## config.mk

```make
export PLATFORM = sky130hd
export DESIGN_NAME = tmc4671_poller
export DESIGN_NICKNAME = d
export VERILOG_FILES = /design/src/rtl/tmc4671_poller.sv
export SDC_FILE = /design/constraint.sdc
export NUM_CORES = 1
export LEC_CHECK = 0
export CORE_MARGIN = 10
export CORE_UTILIZATION = 45
export DETAILED_ROUTE_END_ITERATION = 12
export PLACE_DENSITY = 0.75
export SETUP_SLACK_MARGIN = 0.5
export SLEW_MARGIN = 15
export SYNTH_ARGS = -nofsm -noshare
export SYNTH_HDL_FRONTEND = slang
export SYNTH_SLANG_ARGS = --single-unit
```

## constraint.sdc

```tcl
create_clock -name clk -period 2.18 [get_ports clk]
set_input_delay 0.436 -clock clk [delete_from_list [all_inputs] [get_ports clk]]
set_output_delay 0.436 -clock clk [all_outputs]
set_load 0.02 [all_outputs]
```

## src/rtl/tmc4671_poller.sv

```systemverilog
// tmc4671_poller: sequences TMC4671 SPI transactions for periodic position/velocity polling and buffered target-position writes.
module tmc4671_poller #(
  parameter int CLOCK_FREQ_HZ = 50_000_000,
  parameter int POLL_FREQ_HZ = 1_000,
  parameter logic [6:0] ADDR_TARGET = 7'h68,
  parameter logic [6:0] ADDR_POS = 7'h6B,
  parameter logic [6:0] ADDR_VEL = 7'h6A,
  parameter int START_TIMEOUT = 8
) (
  input  logic        clk,
  input  logic        reset,
  input  logic        enable,
  input  logic        target_valid,
  input  logic [31:0] target_data,
  output logic        target_ready,
  output logic        spi_transmit,
  output logic [6:0]  spi_address,
  output logic        spi_writeNOTread,
  output logic [31:0] spi_data_in,
  input  logic [31:0] spi_data_out,
  input  logic        spi_busy,
  output logic [31:0] position_actual,
  output logic [31:0] velocity_actual,
  output logic        sample_valid,
  output logic        overrun,
  output logic        error
);
  localparam logic [31:0] RELOAD = 32'(CLOCK_FREQ_HZ / POLL_FREQ_HZ - 1);
  localparam logic [7:0] START_LAST = 8'(START_TIMEOUT - 1);
  typedef enum logic [2:0] {IDLE, ISSUE, WAIT_START, WAIT_DONE, CAPTURE} state_t;
  state_t state;
  logic [31:0] tick_cnt, target_buf, shadow;
  logic [7:0] start_cnt;
  logic poll_pending, phase_vel, tick;
  assign tick = enable && tick_cnt == 32'd0;
  always_ff @(posedge clk) begin
    if (!reset) begin
      state <= IDLE;
      tick_cnt <= RELOAD;
      target_buf <= '0;
      shadow <= '0;
      start_cnt <= '0;
      poll_pending <= 1'b0;
      phase_vel <= 1'b0;
      target_ready <= 1'b1;
      spi_transmit <= 1'b0;
      spi_address <= '0;
      spi_writeNOTread <= 1'b0;
      spi_data_in <= '0;
      position_actual <= '0;
      velocity_actual <= '0;
      sample_valid <= 1'b0;
      overrun <= 1'b0;
      error <= 1'b0;
    end else begin
      spi_transmit <= 1'b0;
      sample_valid <= 1'b0;
      if (!enable) begin
        tick_cnt <= RELOAD;
        poll_pending <= 1'b0;
      end else if (tick) begin
        tick_cnt <= RELOAD;
        poll_pending <= 1'b1;
        if (poll_pending) overrun <= 1'b1;
      end else begin
        tick_cnt <= tick_cnt - 32'd1;
      end
      if (target_valid && target_ready) begin
        target_buf <= target_data;
        target_ready <= 1'b0;
      end
      // target_ready low means the buffer holds an unserviced write
      case (state)
        IDLE: begin
          if (!target_ready) begin
            spi_address <= ADDR_TARGET;
            spi_writeNOTread <= 1'b1;
            spi_data_in <= target_buf;
            spi_transmit <= 1'b1;
            state <= ISSUE;
          end else if (poll_pending) begin
            spi_address <= ADDR_POS;
            spi_writeNOTread <= 1'b0;
            spi_data_in <= '0;
            phase_vel <= 1'b0;
            spi_transmit <= 1'b1;
            state <= ISSUE;
          end
        end
        ISSUE: begin
          start_cnt <= '0;
          state <= WAIT_START;
        end
        WAIT_START: begin
          if (spi_busy) begin
            state <= WAIT_DONE;
          end else if (start_cnt == START_LAST) begin
            error <= 1'b1;
            state <= IDLE;
            if (spi_writeNOTread) target_ready <= 1'b1;
            else if (!tick) poll_pending <= 1'b0;
          end else begin
            start_cnt <= start_cnt + 8'd1;
          end
        end
        WAIT_DONE: if (!spi_busy) state <= CAPTURE;
        CAPTURE: begin
          if (spi_writeNOTread) begin
            target_ready <= 1'b1;
            state <= IDLE;
          end else if (!phase_vel) begin
            shadow <= spi_data_out;
            spi_address <= ADDR_VEL;
            phase_vel <= 1'b1;
            spi_transmit <= 1'b1;
            state <= ISSUE;
          end else begin
            position_actual <= shadow;
            velocity_actual <= spi_data_out;
            sample_valid <= 1'b1;
            if (!tick) poll_pending <= 1'b0;
            state <= IDLE;
          end
        end
        default: state <= IDLE;
      endcase
    end
  end
endmodule
```

==> results of run 1 <==
-- power breakdown --
group          total (mW)  leakage (nW)  internal [mW]  switching (mW)
combinational       0.558          2.28          0.254           0.304
sequential           4.02          1.73           3.98          0.0438
clock                3.72         0.358           2.17            1.55
total                8.29          4.37           6.40            1.90
-- worst max path at each step --
stage	end	depth (start not counted)	from	slack, ns
after CTS	tick_cnt[26]$_SDFF_PP0_	4	tick_cnt[15]$_SDFF_PP1_	0.02
final	tick_cnt[23]$_SDFF_PP0_	4	tick_cnt[15]$_SDFF_PP1_	-0.004
after global placement	tick_cnt[25]$_SDFF_PP0_	4	tick_cnt[16]$_SDFF_PP0_	0.04
after global routing	tick_cnt[23]$_SDFF_PP0_	4	tick_cnt[15]$_SDFF_PP1_	-0.11
after floorplan	tick_cnt[27]$_SDFF_PP0_	6	tick_cnt[18]$_SDFF_PP0_	-0.002
after detailed placement	tick_cnt[21]$_SDFF_PP0_	4	tick_cnt[16]$_SDFF_PP0_	0.009
-- cell type report --
| class | count | area (um^2) |
|---|---|---|
| fillers | 1444 | 6006 |
| repair buffers | 234 | 2281 |
| inverters | 10 | 40.04 |
| well taps | 225 | 281.5 |
| clock buffers | 32 | 639.4 |
| multi-input cells | 670 | 3740 |
| clock inverters | 9 | 73.82 |
| flip-flops and latches | 214 | 4295 |
-- through the flow --
stage | power, mW | hold slack (ns) | util
after floorplan | 4.360 | 0.3656 | -
after detailed placement | 4.643 | 0.3830 | 0.5862
after CTS | 8.354 | 0.4044 | 0.6401
after global routing | 8.569 | 0.3384 | 0.6540
final | 8.294 | 0.3440 | 0.6540
after global placement | 4.640 | 0.3774 | 0.5862
-- cells by family after synthesis --
| logic type | Yosys count | synth area share |
|---|---|---|
| compound gates | 232 | 0.1703 |
| xor+xnor | 10 | 0.01096 |
| fa+ha+maj | 3 | 0.004697 |
| buf+inv | 84 | 0.04195 |
| flops | 214 | 0.5360 |
| mux | 2 | 0.002505 |
| other cells | 1 | 0.0004692 |
| simple gates | 419 | 0.2331 |
-- state kept, by name, summed over array words and instances (netlist names), 3 cells and up --
name             cells
spi_address          3
position_actual     32
state                3
start_cnt            8
tick_cnt            32
shadow              32
spi_data_in         32
target_buf          32
velocity_actual     32
-- what timing repair did --
action                                  in CTS  in global routing
hold endpoints to repair                     0                  0
buffers inserted                            10                  6
pin swaps                                   32                 22
cloned                                       6                  2
endpoints found under the setup margin     214                 72
resized for setup                          157                 62
-- worst max-delay path, stage by stage (launching register included) --
cell and delay, ns:
dfxtp_2 0.33, or4_4 0.57, or4_4 0.48, o41ai_1 0.56, a21oi_2 0.11
-- per-layer routing --
layer,vias up,part of all wire,global-route usage
met5,-,0,0
met4,0,0.015,0.04087
met3,34,0.084,0.05443
met2,237,0.45,0.2785
met1,3450,0.45,0.2334
li1,3669,-,-
-- cell usage after synthesis (3+ instances only) --
library cell	n
a211oi_1	3
a21oi_1	153
a22oi_1	32
a31oi_1	3
and2_1	4
buf_2	4
buf_4	4
clkbuf_1	65
dfxtp_1	214
ha_1	3
inv_1	9
nand2_1	275
nand2b_1	8
nand3_1	7
nor2_1	48
nor3_1	6
nor4_1	11
nor4b_1	4
o21a_1	5
o21ai_0	5
o31ai_1	16
o41ai_1	4
or2_2	7
or3_1	10
or4_1	24
or4b_1	3
xnor2_1	7
xor2_1	3
==> results.json, run 1 <==
{
  "n_antenna_cell": 0,
  "synth_ff_type": "dfxtp_1",
  "synthArstFlopShare": 0,
  "worstRegToRegCells": 4,
  "hpwl_um": 13870,
  "dieHeight_um": 153.3,
  "rsz0062_at_grt": "true",
  "globalRoute.totalOverflow": 0,
  "hp-class": "input port to register",
  "clkTransAtPathRegs_ns": 0.06,
  "synth_enable_flop_cells": 0,
  "yosysTopAreaCell": "dfxtp_1",
  "insertion_delay_ns": 0.51,
  "placement.setup.worst_slack_ns": 0.008976,
  "coreArea_mm2": 0.01736,
  "maxClockFrequency_mhz": 457.9,
  "max-vdd-ir-drop_v": 0.0005680,
  "min_from": "spi_busy",
  "placed_area_mm2": 0.01017,
  "fin_worst_skew_ns": 0.01614,
  "layout_common_cells": "nand2_1, dfxtp_1, a21oi_1",
  "r2r-start": "tick_cnt[15]$_SDFF_PP1_",
  "nets": 1225,
  "antenna_found_initial": 0,
  "rows": 48,
  "ys_types": 48,
  "syn-cell-area_mm2": 0.007993,
  "worst_ep_required_time_ns": 2.55,
  "grt_usage": 0.1774,
  "setup_viol": 2,
  "cts-buffers-inserted": 23,
  "synth_warnings": 0,
  "drtAntennaViolNets": 0,
  "fin_cells": 1394,
  "outcome": "finished with violations",
  "hold_buffers": 0,
  "clock-root-buffer": "clkbuf_16",
  "die_x_um": 153.3,
  "io_pins": 178,
  "grt_pass1_vias": 7018,
  "hold_end": "state[2]$_SDFFE_PN0P_",
  "ys_top_cells_by_area": "dfxtp_1, nand2_1, a21oi_1",
  "syn-mean-instance-area_um2": 8.283,
  "worst_slew_pin_slew_ns": 0.5457,
  "p_leak_nw": 4.369,
  "fin_crit_sh": 1.002,
  "grt_pass1_wl_um": 36160,
  "timing.rr.end": "tick_cnt[23]$_SDFF_PP0_",
  "synthToLayoutAreaGrowth_pct": 42.02,
  "wl_per_cell_um": 16.31,
  "tritoncts": "yes",
  "rrSetupSlack_ns": -0.004,
  "post-place-cells": 1329,
  "drtPass1Iterations": 5,
  "failed_checks": "negative setup slack",
  "crit_path_end_kind": "register",
  "worst_ep_arrival_time_ns": 2.55,
  "drive_gt1_frac": 0.1497,
  "holdPathStages": 2,
  "hold_viol_final": 0,
  "synth_seq_cells": 214,
  "num_vias": 7390,
  "gp_congestion": 0.8221,
  "dieArea_mm2": 0.02349,
  "setup_slack_ns": -0.003664,
  "yosys.area.top_type_share": 0.5360,
  "syn_inst": 965,
  "cts_max_level": 1,
  "finalWirelength_um": 22740,
  "critPathKind": "register to register",
  "final_area_mm2": 0.01135,
  "clock_path_buffers": 3,
  "numClockSinks": 214,
  "p_per_area_mw_per_mm2": 730.7,
  "final_common_cell": "nand2_1",
  "vias_per_cell": 5.301,
  "first_iter_violations": 377,
  "drv_cap": 0,
  "drc": 0,
  "finalSetupTns_ns": -0.006969,
  "synth_seq_area_share": 0.5360,
  "initial_utilization": 0.4605,
  "drv_slew": 0,
  "maxSlewHeadroom": 0.6357,
  "min_period_ns": 2.184,
  "cp-start-kind": "register",
  "crit_path_max_fanout": 7,
  "grt_max_degree": 96,
  "portBuffers": 175
}
No activity file was read; power rests on OpenSTA's default activity.
==> inputs of run 2 (changes only) <==
--- a/config.mk
+++ b/config.mk
@@ -6,9 +6,9 @@
 export NUM_CORES = 1
 export LEC_CHECK = 0
 export CORE_MARGIN = 10
-export CORE_UTILIZATION = 45
+export CORE_UTILIZATION = 50
 export DETAILED_ROUTE_END_ITERATION = 12
-export PLACE_DENSITY = 0.75
+export PLACE_DENSITY = 0.79
 export SETUP_SLACK_MARGIN = 0.5
 export SLEW_MARGIN = 15
 export SYNTH_ARGS = -nofsm -noshare
==> constraint.sdc (replaced) <==
create_clock -name clk -period 2.12 [get_ports clk]
set_input_delay 0.424 -clock clk [delete_from_list [all_inputs] [get_ports clk]]
set_output_delay 0.424 -clock clk [all_outputs]
set_load 0.02 [all_outputs]
==> results.json, run 2 (synthesized netlist as in run 1, its figures left out) <==
{
  "outcome": "finished with violations",
  "failed_checks": "negative setup slack",
  "final_common_cell": "nand2_1",
  "hp-class": "register to register",
  "crit_path_end_kind": "register",
  "cts-buffers-inserted": 22,
  "clock_path_buffers": 3,
  "globalRoute.totalOverflow": 0,
  "insertion_delay_ns": 0.49,
  "drv_slew": 0,
  "grt_pass1_vias": 7322,
  "post-route-util": 0.7262,
  "n_antenna_cell": 0,
  "initial_utilization": 0.5068,
  "rsz0062_at_grt": "true",
  "vias_per_cell": 5.471,
  "die_x_um": 146.4,
  "clkTransAtPathRegs_ns": 0.06,
  "hpwl_um": 14190,
  "min_period_ns": 2.212,
  "gp_congestion": 0.8113,
  "worst_ep_required_time_ns": 2.48,
  "drtAntennaViolNets": 0,
  "grt_max_degree": 93,
  "dieHeight_um": 146.4,
  "coreArea_mm2": 0.01577,
  "placed_area_mm2": 0.01027,
  "critPathMaxStageDelay_ns": 0.62,
  "io_pins": 178,
  "drive_gt1_frac": 0.1712,
  "worst_slew_pin_slew_ns": 0.6892,
  "path_cells": "or4_4 > or4_4 > o41ai_2 > a21oi_2",
  "fin_crit_sh": 1.044,
  "rows": 46,
  "r2r-start": "tick_cnt[15]$_SDFF_PP1_",
  "tritoncts": "yes",
  "setup_viol": 6,
  "drtPass1Iterations": 5,
  "clock-root-buffer": "clkbuf_16",
  "maxSlewHeadroom": 0.5399,
  "synthToLayoutAreaGrowth_pct": 43.28,
  "p_leak_nw": 4.229,
  "slowest_stage": "or4_4",
  "setup_slack_ns": -0.09230,
  "cp_num_buf_inv": 0,
  "timing.rr.end": "tick_cnt[29]$_SDFF_PP0_",
  "critPathKind": "register to register",
  "grt_usage": 0.2003,
  "antenna_found_initial": 1,
  "hold_end": "tick_cnt[0]$_SDFF_PP1_",
  "fill_cells": 1220,
  "finalWirelength_um": 23430,
  "crit_top_cell": "or4_4",
  "min_from": "tick_cnt[0]$_SDFF_PP1_",
  "cts_max_level": 1,
  "hold_viol_final": 0,
  "final_area_mm2": 0.01145,
  "dieArea_mm2": 0.02144,
  "layout_common_cells": "nand2_1, dfxtp_1, a21oi_1",
  "num_vias": 7604,
  "grt_pass1_wl_um": 37000,
  "drv_cap": 0,
  "nets": 1231,
  "portBuffers": 175,
  "wl_per_cell_um": 16.86,
  "drc": 0,
  "cp-start-kind": "register",
  "fin_worst_skew_ns": 0.008685,
  "holdPathStages": 1,
  "first_iter_violations": 428,
  "numClockSinks": 214,
  "worstRegToRegCells": 4,
  "max-vdd-ir-drop_v": 0.0005762,
  "crit_path_max_fanout": 13,
  "rrSetupSlack_ns": -0.09,
  "maxClockFrequency_mhz": 452.0,
  "p_per_area_mw_per_mm2": 761.7,
  "worst_ep_arrival_time_ns": 2.57,
  "critPathTopFamily": "simple AND/OR/NAND/NOR gates"
}
[run 2: cell count changes in the layout (fill, tap and decap cells not counted), sizes merged]
cell | previous run | this run
clkinv | 7 | 2
bufinv | 1 | 3
clkdlybuf4s50 | 67 | 68
clkbuf | 39 | 57
clkdlybuf4s15 | 23 | 54
buf | 57 | 66
a31oi | 3 | 4
inv | 11 | 10
dlygate4sd2 | 79 | 29
dlymetal6s2s | 1 | 0
[run 2: area by class of cell]
type                    instances  area [um^2]  area share
clock buffers                  34        656.9     0.05736
clock inverters                 5        100.1    0.008740
repair buffers                240         2288      0.1998
multi-input cells             671         3795      0.3314
well taps                     216        270.3     0.02360
flip-flops and latches        214         4302      0.3756
inverters                      10        40.04    0.003496
[run 2: worst reg2reg max path: stages (launching register included)]
cell and delay (ns):
dfxtp_1 0.31, or4_4 0.57, or4_4 0.62, o41ai_2 0.48, a21oi_2 0.11
[run 2: power breakdown]
group | total (mW) | switching [mW] | internal [mW]
sequential | 4.14 | 0.0536 | 4.09
clock | 4.01 | 1.52 | 2.49
combinational | 0.574 | 0.314 | 0.260
[run 2: timing repair]
item / CTS / global route
pin swaps: 29 / 18
buffers inserted: 10 / 5
hold buffers: 0 / 0
setup endpoints to repair: 232 / 237
resized for setup: 198 / 105
gates cloned: 3 / 3
[run 2: per-layer routing]
metal / part of all wire / GRT usage / vias up
met3: 0.090 / 0.06551 / 53
met2: 0.47 / 0.3323 / 270
met4: 0.021 / 0.04404 / 2
li1: - / - / 3689
met5: 0.00077 / 0 / -
met1: 0.42 / 0.2477 / 3590
[run 2: worst max path at each step]
stage	from	end	slack [ns]	cells after the start
global placement	tick_cnt[16]$_SDFF_PP0_	tick_cnt[21]$_SDFF_PP0_	-0.008	4
finish	tick_cnt[15]$_SDFF_PP1_	tick_cnt[29]$_SDFF_PP0_	-0.09	4
global route	tick_cnt[15]$_SDFF_PP1_	tick_cnt[29]$_SDFF_PP0_	-0.15	4
detailed placement	tick_cnt[16]$_SDFF_PP0_	tick_cnt[25]$_SDFF_PP0_	-0.04	4
floorplan	tick_cnt[18]$_SDFF_PP0_	tick_cnt[27]$_SDFF_PP0_	-0.06	6
CTS	tick_cnt[15]$_SDFF_PP1_	tick_cnt[20]$_SDFF_PP0_	-0.01	4
[run 2: metrics by stage]
stage	total power [mW]	setup WS [ns]	TNS (ns)	std cells	hold WS (ns)
5_1_grt	9.003	-0.1484	-0.5428	1390	0.4356
6_report	8.723	-0.09230	-0.2232	1390	0.4244
2_1_floorplan	4.485	-0.06185	-0.2616	966	0.3656
3_5_place_dp	4.784	-0.04125	-0.3006	1330	0.3952
3_3_place_gp	4.779	-0.007596	-0.02398	1330	0.3810
4_1_cts	8.760	-0.01158	-0.02277	1382	0.4196
==> inputs of run 3 (changes only) <==
--- a/config.mk
+++ b/config.mk
@@ -5,10 +5,11 @@
 export SDC_FILE = /design/constraint.sdc
 export NUM_CORES = 1
 export LEC_CHECK = 0
+export CAP_MARGIN = 10
 export CORE_MARGIN = 10
 export CORE_UTILIZATION = 50
 export DETAILED_ROUTE_END_ITERATION = 12
-export PLACE_DENSITY = 0.79
+export PLACE_DENSITY = 0.88
 export SETUP_SLACK_MARGIN = 0.5
 export SLEW_MARGIN = 15
 export SYNTH_ARGS = -nofsm -noshare
==> results.json, run 3 (synthesized netlist as in run 1, its figures left out) <==
{
  "layout_common_cells": "nand2_1, dfxtp_1, a21oi_1",
  "critPathKind": "register to register",
  "maxSlewHeadroom": 0.4821,
  "worst_ep_arrival_time_ns": 2.75,
  "synthToLayoutAreaGrowth_pct": 59.17,
  "finalPower_mw": 8.801,
  "hpwl_um": 14740,
  "dieArea_mm2": 0.02144,
  "fin_crit_sh": 1.092,
  "setup_slack_ns": -0.1960,
  "grt_usage": 0.2230,
  "failed_checks": "negative setup slack",
  "nets": 1274,
  "die_x_um": 146.4,
  "fin_worst_skew_ns": 0.02180,
  "post-place-cells": 1331,
  "final_area_mm2": 0.01272,
  "p_leak_nw": 4.915,
  "max-vdd-ir-drop_v": 0.0006333,
  "pwr-share-comb": 0.076,
  "hold_viol_final": 0,
  "cp-start-kind": "register",
  "n_antenna_cell": 0,
  "rrSetupSlack_ns": -0.20,
  "swShare": 0.2379,
  "hp-class": "register to register",
  "rsz0062_at_grt": "true",
  "drv_slew": 0,
  "drtPass1Iterations": 5,
  "crit_path_end_kind": "register",
  "grt_max_degree": 76,
  "gp_congestion": 0.8080,
  "rows": 46,
  "drc": 0,
  "clock_path_buffers": 3,
  "finalWirelength_um": 31840,
  "worst_slew_pin_slew_ns": 0.7757,
  "grt_pass1_vias": 7762,
  "cts_max_level": 1,
  "drtAntennaViolNets": 0,
  "first_iter_violations": 780,
  "tritoncts": "yes",
  "post-route-util": 0.8067,
  "p_per_area_mw_per_mm2": 691.8,
  "final_common_cell": "nand2_1",
  "min_period_ns": 2.316,
  "placed_area_mm2": 0.01029,
  "switchingPower_mw": 2.093,
  "antenna_found_initial": 0,
  "wl_per_cell_um": 22.22,
  "vias_per_cell": 6.003,
  "dieHeight_um": 146.4,
  "numClockSinks": 214,
  "drive_gt1_frac": 0.3221,
  "crit_path_max_fanout": 7,
  "maxClockFrequency_mhz": 431.8,
  "hold_buffers": 0,
  "setup_viol": 14,
  "io_pins": 178,
  "coreArea_mm2": 0.01577,
  "insertion_delay_ns": 0.51,
  "placement.setup.worst_slack_ns": -0.07071,
  "worst_ep_required_time_ns": 2.55,
  "finalSetupTns_ns": -0.9841,
  "globalRoute.totalOverflow": 0,
  "num_vias": 8602,
  "initial_utilization": 0.5068,
  "clock-root-buffer": "clkbuf_16",
  "p_clk_frac": 0.454,
  "cts-buffers-inserted": 22,
  "drv_cap": 0,
  "clkTransAtPathRegs_ns": 0.07,
  "portBuffers": 175,
  "grt_pass1_wl_um": 40530,
  "holdWs_ns": 0.4290,
  "internal_power_mw": 6.708,
  "seq_power_share": 0.470,
  "outcome": "finished with violations",
  "fin_cells": 1433
}
run 3: cell count changes in the layout (fill, tap and decap cells not counted), sizes merged:
cell,change
buf,+31
bufinv,-1
clkbuf,+14
clkdlybuf4s15,+7
clkinv,+4
clkinvlp,+3
dlygate4sd2,-17
nand2,+1
or3,+1
run 3: worst max-delay path, cell delays in order, from the launching register on:
cell	delay, ns
dfxtp_1	0.31
or4_4	0.57
or4_4	0.60
or4_4	0.55
a21oi_2	0.21
run 3: final timing paths:
path,from,depth (start not counted),end
hold reg to reg,tick_cnt[0]$_SDFF_PP1_,1,tick_cnt[0]$_SDFF_PP1_
hold / removal,tick_cnt[0]$_SDFF_PP1_,1,tick_cnt[0]$_SDFF_PP1_
setup reg to reg,tick_cnt[14]$_SDFF_PP1_,4,tick_cnt[28]$_SDFF_PP0_
setup / recovery,tick_cnt[14]$_SDFF_PP1_,4,tick_cnt[28]$_SDFF_PP0_
run 3: final cells by class:
| class | instances | area, um^2 |
|---|---|---|
| Multi-Input combinational cell | 673 | 4461 |
| Sequential cell | 214 | 4304 |
| Fill cell | 894 | 3048 |
| Timing Repair Buffer | 281 | 2907 |
| Clock buffer | 28 | 624.3 |
| Tap cell | 216 | 270.3 |
| Clock inverter | 11 | 116.4 |
| Inverter | 10 | 40.04 |
run 3: metal layers:
metal,global-route usage,vias to the layer above,part of all wire
li1,-,3784,-
met1,0.2642,4133,0.37
met2,0.3815,548,0.49
met3,0.06459,137,0.095
met4,0.06857,0,0.046
met5,0,-,0
run 3: what timing repair did:
item,in CTS,in global routing
pin swaps,36,98
cloned,8,17
resized for setup,242,276
buffers inserted,22,16
endpoints found under the setup margin,251,240
run 3: power groups by stage:
| stage | Combinational [mW] | Clock (mW) | Sequential, mW |
|---|---|---|---|
| 3_5_place_dp | 0.563 | 0 | 4.22 |
| 6_report | 0.666 | 4.00 | 4.14 |
| 5_1_grt | 0.707 | 4.19 | 4.14 |
| 4_1_cts | 0.592 | 3.99 | 4.14 |
| 2_1_floorplan | 0.244 | 0 | 4.24 |
| 3_3_place_gp | 0.558 | 0 | 4.22 |
